## config.mk

```make
export PLATFORM = sky130hd
export DESIGN_NAME = dtree_seq_eval
export DESIGN_NICKNAME = d
export VERILOG_FILES = /design/src/rtl/dtree_pkg.sv /design/src/rtl/dtree_node_cmp.sv /design/src/rtl/dtree_seq_eval.sv
export SDC_FILE = /design/constraint.sdc
export NUM_CORES = 2
export LEC_CHECK = 0
export BUFFER_PORTS_ARGS = -buffer_cell sky130_fd_sc_hd__clkbuf_2
export CAP_MARGIN = 20
export CORE_ASPECT_RATIO = 1.2
export CORE_MARGIN = 5
export CORE_UTILIZATION = 50
export CTS_CLUSTER_DIAMETER = 60
export CTS_CLUSTER_SIZE = 8
export DETAILED_ROUTE_END_ITERATION = 7
export PLACE_DENSITY = 0.71
export SLEW_MARGIN = 5
export SYNTH_ARGS = -nofsm -noshare
export SYNTH_HDL_FRONTEND = slang
export SYNTH_SLANG_ARGS = --single-unit
```

## constraint.sdc

```tcl
create_clock -name clk -period 6.4 [get_ports clk]
set_clock_uncertainty 0.15 [all_clocks]
set_input_delay 0.96 -clock clk [delete_from_list [all_inputs] [get_ports clk]]
set_output_delay 0.96 -clock clk [all_outputs]
set_load 0.01 [all_outputs]
```

## src/rtl/dtree_pkg.sv

```systemverilog
// Shared types and sizing for the sequential decision-tree evaluator.
// A node word packs is_leaf, feat_idx, prec, thr, left, right, cls, MSB first.
package dtree_pkg;

  localparam int unsigned N_FEAT    = 18;
  localparam int unsigned FEAT_W    = 8;
  localparam int unsigned N_NODES   = 64;
  localparam int unsigned CLASS_W   = 2;
  localparam int unsigned MAX_DEPTH = 16;

  localparam int unsigned FEAT_IW = $clog2(N_FEAT);
  localparam int unsigned NODE_AW = $clog2(N_NODES);
  localparam int unsigned PREC_W  = $clog2(FEAT_W) + 1;
  localparam int unsigned DEPTH_W = $clog2(MAX_DEPTH);
  localparam int unsigned NODE_W  = 1 + FEAT_IW + PREC_W + FEAT_W + 2 * NODE_AW + CLASS_W;

  typedef struct packed {
    logic                 is_leaf;
    logic [FEAT_IW-1:0]   feat_idx;
    logic [PREC_W-1:0]    prec;
    logic [FEAT_W-1:0]    thr;
    logic [NODE_AW-1:0]   left;
    logic [NODE_AW-1:0]   right;
    logic [CLASS_W-1:0]   cls;
  } dtree_node_t;

  typedef enum logic [1:0] {StIdle, StWalk, StDone} dtree_state_e;

  // Right-shift that keeps the top prec bits; 0 (and out-of-range) means full precision.
  function automatic logic [PREC_W-1:0] prec_shift(logic [PREC_W-1:0] prec);
    if (prec == '0 || 32'(prec) > FEAT_W) return '0;
    return PREC_W'(FEAT_W) - prec;
  endfunction

endpackage

```

## src/rtl/dtree_node_cmp.sv

```systemverilog
// Combinational evaluation of one tree node against the latched feature vector.
module dtree_node_cmp
  import dtree_pkg::*;
(
  input  logic [N_FEAT*FEAT_W-1:0] feat,
  input  dtree_node_t              node,
  output logic [NODE_AW-1:0]       next_ptr,
  output logic                     is_leaf,
  output logic                     fault
);

  logic [FEAT_W-1:0] sel;
  logic [FEAT_W-1:0] trunc;
  logic              feat_bad;
  logic              ptr_bad;

  always_comb begin
    sel = '0;
    for (int unsigned i = 0; i < N_FEAT; i++) begin
      if (node.feat_idx == FEAT_IW'(i)) sel = feat[i*FEAT_W +: FEAT_W];
    end
  end

  assign feat_bad = 32'(node.feat_idx) >= N_FEAT;
  assign trunc    = sel >> prec_shift(node.prec);
  assign next_ptr = (trunc <= node.thr) ? node.left : node.right;

  // Child pointers can only overflow the table when its depth is not a power of two.
  if ((1 << NODE_AW) > N_NODES) begin : g_ptr_chk
    assign ptr_bad = 32'(next_ptr) >= N_NODES;
  end else begin : g_no_ptr_chk
    assign ptr_bad = 1'b0;
  end

  assign is_leaf = node.is_leaf;
  assign fault   = !node.is_leaf && (feat_bad || ptr_bad);

endmodule

```

## src/rtl/dtree_seq_eval.sv

```systemverilog
// Programmable decision-tree classifier: latches a feature vector and walks the
// runtime-loaded node table one node per cycle from root to leaf.
module dtree_seq_eval
  import dtree_pkg::*;
(
  input  logic                     clk,
  input  logic                     rst,
  input  logic                     in_valid,
  output logic                     in_ready,
  input  logic [N_FEAT*FEAT_W-1:0] in_feat,
  output logic                     out_valid,
  input  logic                     out_ready,
  output logic [CLASS_W-1:0]       out_class,
  output logic                     out_err,
  input  logic                     cfg_we,
  input  logic [NODE_AW-1:0]       cfg_addr,
  input  logic [NODE_W-1:0]        cfg_wdata,
  input  logic                     cfg_done
);

  dtree_state_e             state_q, state_d;
  logic [NODE_AW-1:0]       ptr_q, ptr_d;
  logic [DEPTH_W-1:0]       depth_q, depth_d;
  logic [N_FEAT*FEAT_W-1:0] feat_q, feat_d;
  logic [CLASS_W-1:0]       class_q, class_d;
  logic                     err_q, err_d;

  dtree_node_t              node_tab_q [N_NODES];
  dtree_node_t              cur_node;
  logic [NODE_AW-1:0]       next_ptr;
  logic                     is_leaf;
  logic                     fault;

  // Table survives reset; it is owned by the configuration side.
  always_ff @(posedge clk) begin
    if (cfg_we && state_q == StIdle) node_tab_q[cfg_addr] <= dtree_node_t'(cfg_wdata);
  end

  assign cur_node = node_tab_q[ptr_q];

  dtree_node_cmp u_node_cmp (
    .feat     (feat_q),
    .node     (cur_node),
    .next_ptr (next_ptr),
    .is_leaf  (is_leaf),
    .fault    (fault)
  );

  always_comb begin
    state_d = state_q;
    ptr_d   = ptr_q;
    depth_d = depth_q;
    feat_d  = feat_q;
    class_d = class_q;
    err_d   = err_q;
    unique case (state_q)
      StIdle: begin
        if (in_valid && cfg_done) begin
          feat_d  = in_feat;
          ptr_d   = '0;
          depth_d = '0;
          state_d = StWalk;
        end
      end
      StWalk: begin
        if (is_leaf) begin
          class_d = cur_node.cls;
          err_d   = 1'b0;
          state_d = StDone;
        end else if (fault || depth_q == DEPTH_W'(MAX_DEPTH - 1)) begin
          class_d = '0;
          err_d   = 1'b1;
          state_d = StDone;
        end else begin
          ptr_d   = next_ptr;
          depth_d = depth_q + DEPTH_W'(1);
        end
      end
      StDone: begin
        if (out_ready) state_d = StIdle;
      end
      default: state_d = StIdle;
    endcase
  end

  always_ff @(posedge clk) begin
    if (rst) begin
      state_q <= StIdle;
      ptr_q   <= '0;
      depth_q <= '0;
      feat_q  <= '0;
      class_q <= '0;
      err_q   <= 1'b0;
    end else begin
      state_q <= state_d;
      ptr_q   <= ptr_d;
      depth_q <= depth_d;
      feat_q  <= feat_d;
      class_q <= class_d;
      err_q   <= err_d;
    end
  end

  assign in_ready  = (state_q == StIdle) && cfg_done;
  assign out_valid = (state_q == StDone);
  assign out_class = class_q;
  assign out_err   = err_q;

endmodule

```

== After elaboration in Yosys (flattened, before gate mapping) ==
Memories as Yosys holds them, arrays and structs flattened. A register that Yosys moved wholly into a read port is not among the register bits.
Index checks and enable logic that the tools add are counted.

* $add $sub $neg: 2
* Shift-type cells: 1
* Equal/unequal tests: 25
* Reduce and logical (&&, ||, !) cells: 16
* Multiplexer cells: 43
* Order comparisons: 3

{| class="wikitable"
|+ Operators by type and width
! cell !! number
|-
| $mux W8 || 18
|-
| $eq A5 B4 Y1 const B || 8
|-
| $mux W6 || 6
|-
| $eq A5 B3 Y1 const B || 4
|-
| $mux W4 || 5
|-
| $mux W2 || 6
|-
| $pmux W6 S2 || 1
|-
| $eq A5 B2 Y1 const B || 2
|-
| $eq A5 B5 Y1 const B || 2
|-
| $le A8 B8 Y1 || 1
|-
| $pmux W4 S2 || 1
|-
| $shr A8 B4 Y8 || 1
|-
| $pmux W2 S3 || 1
|-
| $eq A5 B1 Y1 const B || 1
|-
| $ge A5 B5 Y1 const B || 1
|-
| $logic_not A5 Y1 || 1
|-
| $mux W1 || 5
|-
| $add A4 B1 Y4 const B || 1
|-
| $eq A4 B4 Y1 const B || 1
|-
| $gt A4 B4 Y1 const B || 1
|-
| $logic_and A1 B1 Y1 || 4
|-
| $logic_not A4 Y1 || 1
|-
| $ne A2 B1 Y1 const B || 2
|-
| $ne A2 B2 Y1 const B || 2
|-
| 11 further kinds || 14
|}

* Memories: 1
* Word-level logic and storage cells: 97
* Input bits: 188
* Memory bits (writable): 2048
* Bits in registers: 159
* Output and inout port bits: 5

{| class="wikitable"
|+ Memories
! name !! depth !! bits a word !! rd ports !! clocked after Yosys merged registers in !! wr ports !! RTL line !! source
|-
| node_tab_q || 64 || 32 || 1 || 1 || 1 || dtree_seq_eval.sv:28 || <nowiki>dtree_node_t node_tab_q [N_NODES];</nowiki>
|}

== Logic depth before layout (Yosys ltp) ==
* Depth after elaboration: 27
* Mapped depth: 35
* Depth with buffers taken out: 25

== Cells and area by module ==
Synthesis repeated with hierarchy kept, for this count alone.

* Cells, all modules: 4266
* Area total of the unflattened synthesis: 85726.0 µm²

{| class="wikitable"
|+ By module, submodules not included
! module !! times used !! sequential area each (µm²) !! cells an instance !! area an instance (µm²)
|-
| dtree_seq_eval || 1 || 64802.2 || 3912 || 83427.5
|-
| dtree_node_cmp || 1 || 0.0 || 354 || 2298.5
|}

== Worst setup path after synthesis ==
OpenSTA, ideal clock, no wires.

* Kind: register to register
* From: reg (tool-made name)
* To: reg (tool-made name)
* Arrival time: 6602 ps
* Stages on the path, launching flop included: 32
* Period minus slack after synthesis: 6830 ps
* Path buffers: 7
* Required time: 6172 ps
* Path slack: -430 ps
* Setup time: 78 ps
* Cells stage by stage: dfxtp_1 > buf_6 > buf_12 > buf_12 > buf_6 > buf_6 > buf_2 > mux4_2 > mux4_2 > mux4_2 > inv_1 > ha_1 > a21bo_2 > xor2_1 > nand2_1 > inv_1 > or2_1 > buf_4 > o32ai_1 > a221oi_1 > o311ai_1 > ha_1 > nor2b_1 > o21a_1 > o21ai_0 > nand2b_1 > a21oi_1 > o21ai_0 > o21ai_1 > mux4_2 > or3_1 > a21oi_1

==> results.toml <==
[outcome]
outcome = "complete, but fails checks"
violations = "negative setup slack"

[drt]
avgViaCountPerCell = 6.55
antenna_left = 0
drt-total-wl_mm = 253
vias = 47400
drt_iter0_markers = 7093
wl_per_cell_microns = 35.0
drc = 0
drt_pass1_iterations = 6

[synthesis]
synth_top_family_by_area = "multiplexers"
ys_ff_latch = 2213
synth_compound_area_share_pct = 3.00
synthCells = 4273
yosysUniqueCellTypes = 91
synth_seq_area_share_pct = 75.1
synth_fa_ha_area_share_pct = 0.145
synth-edff-count = 2048
synthXorXnorAreaFrac_pct = 0.0406
synth_warnings = 0
async_flop_share_pct = 0
netlist_area_sq_um = 86300
synth.area.mux_share_pct = 16.9
synthSimpleGateAreaFrac_pct = 3.29
synthesis.nets = 4471
synth_ff_type = "edfxtp_1"
avgSynthCellArea_sq_um = 20.2

[sta]
rsz0062_at_grt = "true"
clock.fmax_ghz = 0.156
period_minus_slack_ns = 6.42
setup_viol = 2
finalCritPeriodShare_pct = 100
final_hold_viol_count = 0
slew_headroom_pct = 21.4
setup_slack_ns = -0.0211
hold_ws_ns = 0.131
maxSlewViolCount = 0
worstMarginPinSlew_ns = 1.18

[place]
gp_congestion = 0.945
port_buffers = 192
dp.cells = 6772
place_ws_ns = -0.195
dp_hpwl_mm = 142
postPlaceCellArea_sq_um = 91900

[critical_path]
rr_worst_depth = 29
slowest_stage = "mux4_2"
cp-start-kind = "flop"
max_stage_delay_ns = 0.54
cp_max_fo = 8
required_ns = 7.09
cp.arrival_ns = 7.11
endpoint_kind = "flop"
crit_type = "reg -> reg"
path_common_cell = "buf_4"
r2r_slack_ns = -0.02

[cts]
cts.sinks = 2213
clock_latency_ns = 0.93
root_buffer = "clkbuf_16"
cts_made_buffers = 327
clk_path_buf_depth = 4
clk_pin_slew_ns = 0.05
htreeDepth = 5
cts_tree = "yes"

[floorplan]
die_h_microns = 465
core-area_sq_um = 172000
num_rows = 167
io_pins = 193
die_w_microns = 389
initial_core_util_pct = 50.1
die_area_sq_um = 181000

[cells_and_area]
fin_nets = 5081
nFillCells = 11900
syn2layout_area_growth_pct = 18.3
layout_common_cells = "edfxtp_1, mux4_2, nand2_1"
layoutNonFillerInstCount = 7238
final_cell_area_sq_um = 102000
layout-drive-gt1-share_pct = 33.0
layout_commonest_cell = "edfxtp_1"

[run]
drv_cap = 0

[grt]
grtUsageMet1_pct = 35.0
grt_overflow = 0
gr-max-usage-layer = "met2"
antenna_found_initial = 13
grt_pass1_vias = 47700
grt_pass1_wl_mm = 351
use_met2_pct = 44.5
grtUsageTotal_pct = 27.3
use_met3_pct = 7.37
grt_max_degree = 113

[power]
p_leak_nw = 32.0
power_density_nw_per_um2 = 319
peakVddDrop_uv = 304

[worst_hold_path]
whs_path_depth = 3
hp-class = "in -> reg"
min_from = "in_feat[11]"
==> layout make-up <==
cell class | count | area (sq um) | share of cell area, %
Sequential cell | 2213 | 64800 | 63.5
Multi-Input combinational cell | 1793 | 21200 | 20.7
Clock buffer | 389 | 8500 | 8.33
Timing Repair Buffer | 528 | 4580 | 4.49
Tap cell | 2281 | 2850 | 2.80
Clock inverter | 10 | 93.8 | 0.0919
Inverter | 20 | 77.6 | 0.0760
Antenna cell | 4 | 10.0 | 0.00980
==> registers in the layout (all words and copies together) (netlist names), named ones only <==
name / count
out_err: 1
ptr_q: 6
out_class: 2
state_q: 2
feat_q: 144
depth_q: 4
node_tab_q: 2048
==> critical path, delay by kind of cell (launching register included) <==
kind                       cells  cell delay (ns)
adders and majority gates      1             0.33
buffers and inverters          6             0.94
muxes                          2             0.85
and+or+nand+nor                5             1.01
DFF                            1             0.39
AOI/OAI and AO/OA             15             2.66
==> layer usage <==
metal	vias to the layer above	routed length, microns
met1	24600	87900
met5	-	126
met4	16	12800
li1	18700	-
met2	3435	124000
met3	664	28300
==> Yosys cell counts (all sizes together) (10+ instances only) <==
library cell / n / share of area, %
nor3: 20 / 0.13
ha: 10 / 0.14
inv: 17 / 0.074
a21oi: 198 / 1.2
a211oi: 13 / 0.13
nor2b: 18 / 0.13
buf: 120 / 0.89
or3: 11 / 0.080
clkbuf: 127 / 0.55
mux2i: 120 / 1.4
mux2: 25 / 0.33
nor2: 116 / 0.51
a22oi: 38 / 0.33
o21ai: 33 / 0.20
nand2: 375 / 1.6
mux4: 583 / 15
dfxtp: 165 / 3.8
edfxtp: 2048 / 71
and3: 13 / 0.094
nand3: 38 / 0.22
==> cells by family after synthesis <==
family                   after synthesis
flip-flops                          2213
multiplexers                         728
AND/OR/NAND/NOR                      650
AO/OA/AOI/OAI                        401
buffers and inverters                267
adder cells (fa/ha/maj)               10
XOR/XNOR                               4
==> power by group <==
part | internal (mW) | switching (mW)
logic | 0.666 | 0.978
clock network | 9.15 | 5.74
registers | 15.9 | 0.0662
total | 25.7 | 6.78
==> path summary, 6_finish.rpt <==
kind,endpoint
max,flop
min reg2reg,flop
max reg2reg,flop
min,feat_q[11]
==> per-stage QoR <==
stage                     utilization (%)  total power [mW]  TNS (ns)
after floorplan                         -              17.0         0
after CTS                            58.5              32.5         0
after detailed placement             53.4              17.7    -0.647
after global placement               53.2              17.7     -1.54
after global routing                 59.3              33.4     -1.17
final                                59.3              32.5   -0.0352
==> what timing repair did <==
action                                  CTS  global route
endpoints found under the setup margin   12            12
pin swaps                                 6            33
gates resized for setup                  31            81
buffers inserted                          7            20
cloned                                    3             6
hold buffers                              0             0
Power figures use the tool's default switching activity.
